[config.mk]
export PLATFORM = sky130hd
export DESIGN_NAME = seq_muldiv_unit
export DESIGN_NICKNAME = d
export VERILOG_FILES = /design/src/rtl/seq_muldiv_unit.sv
export SDC_FILE = /design/constraint.sdc
export NUM_CORES = 1
export LEC_CHECK = 0
export ABC_AREA = 1
export BUFFER_PORTS_ARGS = -buffer_cell sky130_fd_sc_hd__buf_2
export CAP_MARGIN = 25
export CELL_PAD_IN_SITES_DETAIL_PLACEMENT = 1
export CELL_PAD_IN_SITES_GLOBAL_PLACEMENT = 2
export CORE_MARGIN = 3
export CORE_UTILIZATION = 35
export CTS_BUF_LIST = sky130_fd_sc_hd__clkbuf_2 sky130_fd_sc_hd__clkbuf_4 sky130_fd_sc_hd__clkbuf_8
export CTS_CLUSTER_DIAMETER = 200
export CTS_CLUSTER_SIZE = 14
export DETAILED_ROUTE_END_ITERATION = 8
export GPL_TIMING_DRIVEN = 0
export PLACE_DENSITY = 0.83
export SYNTH_ARGS = -nofsm -noshare
export SYNTH_HDL_FRONTEND = slang
export SYNTH_SLANG_ARGS = --single-unit
[constraint.sdc]
create_clock -name clock -period 3.6 [get_ports clock]
set_clock_uncertainty 0.2 [all_clocks]
set_input_delay 0.36 -clock clock [delete_from_list [all_inputs] [get_ports clock]]
set_output_delay 0.36 -clock clock [all_outputs]
set_load 0.03 [all_outputs]
[src/rtl/seq_muldiv_unit.sv]
// seq_muldiv_unit: multi-cycle unsigned multiply / divide engine.
// One bit is resolved per clock: shift-add multiply (multiplier LSB first)
// or restoring division (dividend MSB first). Results are registered in FIN
// and announced with a one-cycle done pulse.
module seq_muldiv_unit #(
  parameter int WIDTH = 32
) (
  input  logic             clock,
  input  logic             rst_n,
  input  logic             start,
  input  logic [3:0]       ALU_OP,
  input  logic [WIDTH-1:0] X,
  input  logic [WIDTH-1:0] Y,
  output logic             busy,
  output logic             done,
  output logic [WIDTH-1:0] Result,
  output logic [WIDTH-1:0] Result2,
  output logic             div_by_zero,
  output logic             op_err
);

  localparam logic [3:0] OP_MUL = 4'b0011;
  localparam logic [3:0] OP_DIV = 4'b0100;
  localparam int         CW     = $clog2(WIDTH) + 1;
  localparam int         RW     = WIDTH + 1;

  typedef enum logic [1:0] {
    IDLE = 2'd0,
    MUL  = 2'd1,
    DIV  = 2'd2,
    FIN  = 2'd3
  } state_t;

  state_t               state_reg;
  state_t               state_next;

  logic [CW-1:0]        count_reg;
  logic [3:0]           op_reg;
  logic [WIDTH-1:0]     mcand_reg;     // latched X, added in on each set multiplier bit
  logic [WIDTH-1:0]     divisor_reg;   // latched Y
  logic [2*WIDTH-1:0]   prod_reg;      // {partial sum, remaining multiplier bits}
  logic [WIDTH:0]       rem_reg;       // partial remainder
  logic [WIDTH-1:0]     quo_reg;       // dividend bits shift out, quotient bits shift in

  logic                 last_iter;
  logic [WIDTH:0]       mul_sum;
  logic [WIDTH+1:0]     div_shift;
  logic                 div_ge;
  logic [WIDTH:0]       rem_next;

  assign last_iter = (count_reg == CW'(WIDTH - 1));
  assign busy      = (state_reg != IDLE);

  // Per-iteration datapath: one multiply step and one restoring-divide step
  always_comb begin
    mul_sum   = {1'b0, prod_reg[2*WIDTH-1:WIDTH]}
              + (prod_reg[0] ? {1'b0, mcand_reg} : {RW{1'b0}});
    div_shift = {rem_reg, quo_reg[WIDTH-1]};
    div_ge    = (div_shift >= {2'b00, divisor_reg});
    rem_next  = div_ge ? RW'(div_shift - {2'b00, divisor_reg}) : div_shift[WIDTH:0];
  end

  // State register
  always_ff @(posedge clock or negedge rst_n) begin
    if (!rst_n) begin
      state_reg <= IDLE;
    end else begin
      state_reg <= state_next;
    end
  end

  // Next-state logic: dispatch on the op code at acceptance, count iterations
  always_comb begin
    state_next = state_reg;
    case (state_reg)
      IDLE: begin
        if (start) begin
          case (ALU_OP)
            OP_MUL:  state_next = MUL;
            OP_DIV:  state_next = DIV;
            default: state_next = FIN;
          endcase
        end
      end
      MUL:     if (last_iter) state_next = FIN;
      DIV:     if (last_iter) state_next = FIN;
      FIN:     state_next = IDLE;
      default: state_next = IDLE;
    endcase
  end

  // Operand latch, iteration registers and result/flag registers
  always_ff @(posedge clock or negedge rst_n) begin
    if (!rst_n) begin
      count_reg   <= '0;
      op_reg      <= '0;
      mcand_reg   <= '0;
      divisor_reg <= '0;
      prod_reg    <= '0;
      rem_reg     <= '0;
      quo_reg     <= '0;
      done        <= 1'b0;
      Result      <= '0;
      Result2     <= '0;
      div_by_zero <= 1'b0;
      op_err      <= 1'b0;
    end else begin
      done <= 1'b0;
      case (state_reg)
        IDLE: begin
          if (start) begin
            op_reg      <= ALU_OP;
            mcand_reg   <= X;
            divisor_reg <= Y;
            count_reg   <= '0;
            prod_reg    <= {{WIDTH{1'b0}}, Y};
            rem_reg     <= '0;
            quo_reg     <= X;
          end
        end
        MUL: begin
          prod_reg  <= {mul_sum, prod_reg[WIDTH-1:1]};
          count_reg <= count_reg + 1'b1;
        end
        DIV: begin
          rem_reg   <= rem_next;
          quo_reg   <= {quo_reg[WIDTH-2:0], div_ge};
          count_reg <= count_reg + 1'b1;
        end
        FIN: begin
          done <= 1'b1;
          case (op_reg)
            OP_MUL: begin
              Result      <= prod_reg[WIDTH-1:0];
              Result2     <= prod_reg[2*WIDTH-1:WIDTH];
              div_by_zero <= 1'b0;
              op_err      <= 1'b0;
            end
            OP_DIV: begin
              // A zero divisor needs no special path: every trial subtract
              // succeeds, giving an all-ones quotient and remainder = X.
              Result      <= quo_reg;
              Result2     <= rem_reg[WIDTH-1:0];
              div_by_zero <= (divisor_reg == '0);
              op_err      <= 1'b0;
            end
            default: begin
              Result      <= '0;
              Result2     <= '0;
              div_by_zero <= 1'b0;
              op_err      <= 1'b1;
            end
          endcase
        end
        default: ;
      endcase
    end
  end

endmodule
# Word level (Yosys, flattened, before mapping)
# Cells that the tools add are included.
# op_classes
add_sub_neg,3
multipliers,0
div,0
n_lt_le_gt_ge,1
eq_ne,10
shifts,0
muxes,19
bitwise,0
reduce_logical,13
# ops
cell,n
one-hot mux 32 bit (2 select lines),3
one-hot mux 64 bit (2 select lines),1
2-to-1 mux 33 bit,2
one-hot mux 33 bit (2 select lines),1
2-to-1 mux 32 bit,2
2-to-1 mux 64 bit,1
>= comparator 34 x 32 -> 1 bit,1
adder 32 x 32 -> 33 bit,1
subtractor 33 x 32 -> 33 bit,1
zero test 32 bit,1
one-hot mux 6 bit (2 select lines),1
AND reduction 2 bit,5
"equality test 4 x 2 -> 1 bit, second input constant",2
"equality test 4 x 3 -> 1 bit, second input constant",2
nonzero test 2 bit,4
"adder 6 x 1 -> 6 bit, second input constant",1
"equality test 6 x 5 -> 1 bit, second input constant",1
2-to-1 mux 6 bit,1
one-hot mux 2 bit (3 select lines),1
"equality test 2 bit, second input constant",2
2-to-1 mux 2 bit,2
one-hot mux 2 bit (2 select lines),1
OR reduction 2 bit,2
2-to-1 mux 1 bit,3
4 further kinds,4
# totals
register_bits,272
latch_bits,0
mem_bits_rw,0
rom_bits,0
input_bits,71
out_inout_bits,68
word_cells,59
memories,0

# Longest topological paths before layout
# logic_depth
ltp_word,4
ltp_mapped,18
ltp_nobuf,16

# Least setup slack after synthesis
# No wires, ideal clock.
# synth_timing
kind,register to register
from,register prod_reg[0]
to,register prod_reg[61]
setup_time_ps,118
arrival_ps,2287
t_required_ps,3282
path_slack_ps,995
stages_incl_launch_ff,18
n_path_buf,2
period_less_slack_ps,2605
path_cell_list,dfrtp_1 -> clkbuf_1 -> clkbuf_1 -> nand2_1 -> inv_1 -> ha_1 -> inv_1 -> fa_1 -> o21ai_1 -> nand2_1 -> nand2_1 -> nand3_1 -> nand2_1 -> nand2_1 -> nand2_1 -> nand2_1 -> nand3_1 -> nand2_1
# synth_via
elab_chain_len,3
# synth_lines
item,line,source
start: declaration,41,logic [2*WIDTH-1:0] prod_reg;
start signal: assignment,116,"prod_reg <= {{WIDTH{1'b0}}, Y};"
start signal: assignment,122,"prod_reg <= {mul_sum, prod_reg[WIDTH-1:1]};"
2-to-1 mux 32 bit,57,"+ (prod_reg[0] ? {1'b0, mcand_reg} : {RW{1'b0}});"
adder 32 x 32 -> 33 bit,57,
one-hot mux 64 bit (2 select lines),109,case (state_reg)
# Every way passes these cells.
# A chain may end at the register's enable or synchronous reset.

# Final worst setup path
# layout_timing
from,register prod_reg[0]
to,register prod_reg[53]
# The elaborated chain is that of the path after synthesis.

==> impl_metrics.json <==
{
  "max_freq_mhz": 307.2,
  "start_util_pct": 35.85,
  "irDropWorstVdd_v": 0.0005061,
  "avgSynthCellArea_um2": 6.948,
  "core_area_um2": 47150,
  "synthCells": 2433,
  "via_count": 16921,
  "rows": 79,
  "final_hold_viol_count": 0,
  "synth_top_area_share_pct": 40.26,
  "cap_viol_max_count": 0,
  "io_pins": 139,
  "synth_top_cell_by_area": "dfrtp_1",
  "synth_area_um2": 16900,
  "ys_seq_area_share_pct": 40.26,
  "antenna_cells": 0,
  "dp_slack_ps": 198.3,
  "grt_max_degree": 112,
  "outcome": "completed",
  "drtAntennaViolNets": 0,
  "ys_types": 45,
  "synth.area.top_cells": "dfrtp_1 40%, nand2_1 20%, inv_1 8.0%",
  "dr.first_iter.drc_count": 1250,
  "area_growth_pct": 15.14,
  "drive_gt1_share_pct": 8.283,
  "timing.final.ws_setup_ps": 345.0,
  "r2r-start": "prod_reg[0]$_DFFE_PN0P_",
  "placed_area_um2": 18420,
  "antenna_found_initial": 2,
  "crit_type": "reg -> reg",
  "fin_nets": 2810,
  "drc_errors": 0,
  "whs_ps": 35.72,
  "clockRootBuffer": "clkbuf_8",
  "cts_tree": "done",
  "worstPathRequired_ps": 3880,
  "report.final.slew_viol_count": 0,
  "crit_path_end_kind": "flop",
  "setup_viol": 0,
  "syn-num-nets": 2575,
  "clk_latency_ps": 630,
  "grt_pass1_vias": 17732,
  "relSlewSlack_pct": 26.29,
  "cts_buffers": 23,
  "die-area_um2": 50970,
  "die_w_um": 225.8,
  "htreeDepth": 1,
  "drt-total-wl_mm": 67.24,
  "multi_input_area_um2": 8317,
  "clk_path_buf_depth": 3,
  "yosys_register_bits": 272,
  "fillers": 6035,
  "io_buffers": 138,
  "dp_hpwl_mm": 53.13,
  "grt.total_usage_pct": 26.37,
  "largest_reg_flops": 64,
  "crit_path_max_fanout": 10,
  "rsz0062_at_grt": "no",
  "crit_path_start_kind": "flop",
  "die_y_um": 225.8,
  "period_needed_ps": 3255,
  "yosys_warnings": 0,
  "crit_start": "prod_reg[0]$_DFFE_PN0P_",
  "cts.reportedPaths.clkPinSlew_ps": 140,
  "routed_via_density": 5.167,
  "setup_tns_ps": 0,
  "critPathArrivalTime_ps": 3540,
  "final_cell_mix": "903 x nand2_1, 360 x inv_1, 272 x dfrtp_1",
  "powerDensity_nw_per_um2": 976.1,
  "design_area_um2": 19460,
  "fin_crit_sh_pct": 90.42,
  "wl_per_cell_um": 20.53,
  "gp_congestion": 0.9297,
  "seq_area_um2": 6807,
  "overflow": 0,
  "worst_pin_slew_ps": 1106,
  "grt_pass1_wl_mm": 103.5,
  "clkSinkCount": 272,
  "hold_class": "in -> async",
  "final_common_cell": "nand2_1",
  "drt-pass1-iter-count": 6,
  "p_leak_nw": 10.45
}
-- worst max-delay path: stages (launching register included) --
cell      delay, ps
dfrtp_1         330
clkbuf_1        290
clkbuf_2        280
nand2_1          80
inv_1            60
ha_1            200
inv_1            80
fa_1            470
o21ai_2         240
nand2_1         100
nand2_1         130
nand3_1          80
nand2_1         200
nand2_1         110
nand2_1          70
nand2_1          50
nand3_1         130
nand2_1          70
-- cell type report --
type,instances,share of cell area [%]
plain buffers,94,2.141
clock inverters,2,0.08357
flip-flops and latches,272,34.97
multi-input cells,1702,42.73
well taps,607,3.902
inverters,365,7.039
clock buffers,23,1.626
repair buffers,210,7.508
-- Yosys cell counts (all sizes together) --
cell type,count
a21boi,1
buf,27
nand3b,9
a21o,4
nand2,913
a22oi,1
o22ai,73
or2,3
dfrtp,272
nor3,12
xor2,2
ha,69
clkinv,1
o211ai,63
inv,364
o32ai,1
clkbuf,67
nor4,10
a21oi,72
o21bai,6
and2,9
nor2,127
nand3,129
o31ai,1
nand4,18
fa,2
xnor2,14
o21ai,161
and3,1
nor3b,1
-- cells by family after synthesis --
kind of cell	count (synthesis)	share of synthesized area (%)
buffers and inverters	459	10.56
DFF	272	40.26
adders and majority gates	71	5.344
xor gates and xnor gates	16	0.8290
and+or+nand+nor	1232	29.88
AOI/OAI and AO/OA	383	13.12
-- layer usage --
metal | wire, µm | vias to the layer above | GRT usage (%)
met5 | 17 | - | 0
met4 | 2694 | 4 | 9.164
met3 | 2902 | 125 | 3.341
met2 | 30620 | 356 | 43.18
met1 | 31010 | 8272 | 36.04
li1 | - | 8164 | -
-- stage by stage --
step / util (%) / total power [mW] / std cells
finish: 41.28 / 19.00 / 3275
floorplan: - / 13.11 / 2433
CTS: 41.24 / 18.98 / 3274
global route: 41.28 / 20.75 / 3275
detailed placement: 39.07 / 17.13 / 3180
global placement: 38.93 / 16.81 / 3178
-- where the power goes --
part	switching, mW	internal (mW)	total (mW)
registers	0.815	4.37	5.18
logic	8.47	3.63	12.1
clock network	1.13	0.582	1.72
-- final timing paths --
check | end | slack (ps) | cells past startpoint
min in group clock | count_reg[1]$_DFFE_PN0P_ | 70 | 5
worst max-delay path | prod_reg[53]$_DFFE_PN0P_ | 340 | 17
worst min-delay path | rem_reg[28]$_DFFE_PN0P_ | 40 | 2
worst max register to register | prod_reg[53]$_DFFE_PN0P_ | 340 | 17
worst min register to register | Result2[5]$_DFFE_PN0P_ | 280 | 2
max in group asynchronous | prod_reg[23]$_DFFE_PN0P_ | 1610 | 4
-- timing repair --
| action | CTS | global route |
|---|---|---|
| hold endpoints to repair | 196 | 0 |
| hold buffers | 69 | 0 |
| setup buffers | 0 | 0 |
| gates resized for setup | 0 | 3 |
| setup endpoints to repair | 0 | 7 |
No activity file was read; power rests on OpenSTA's default activity.
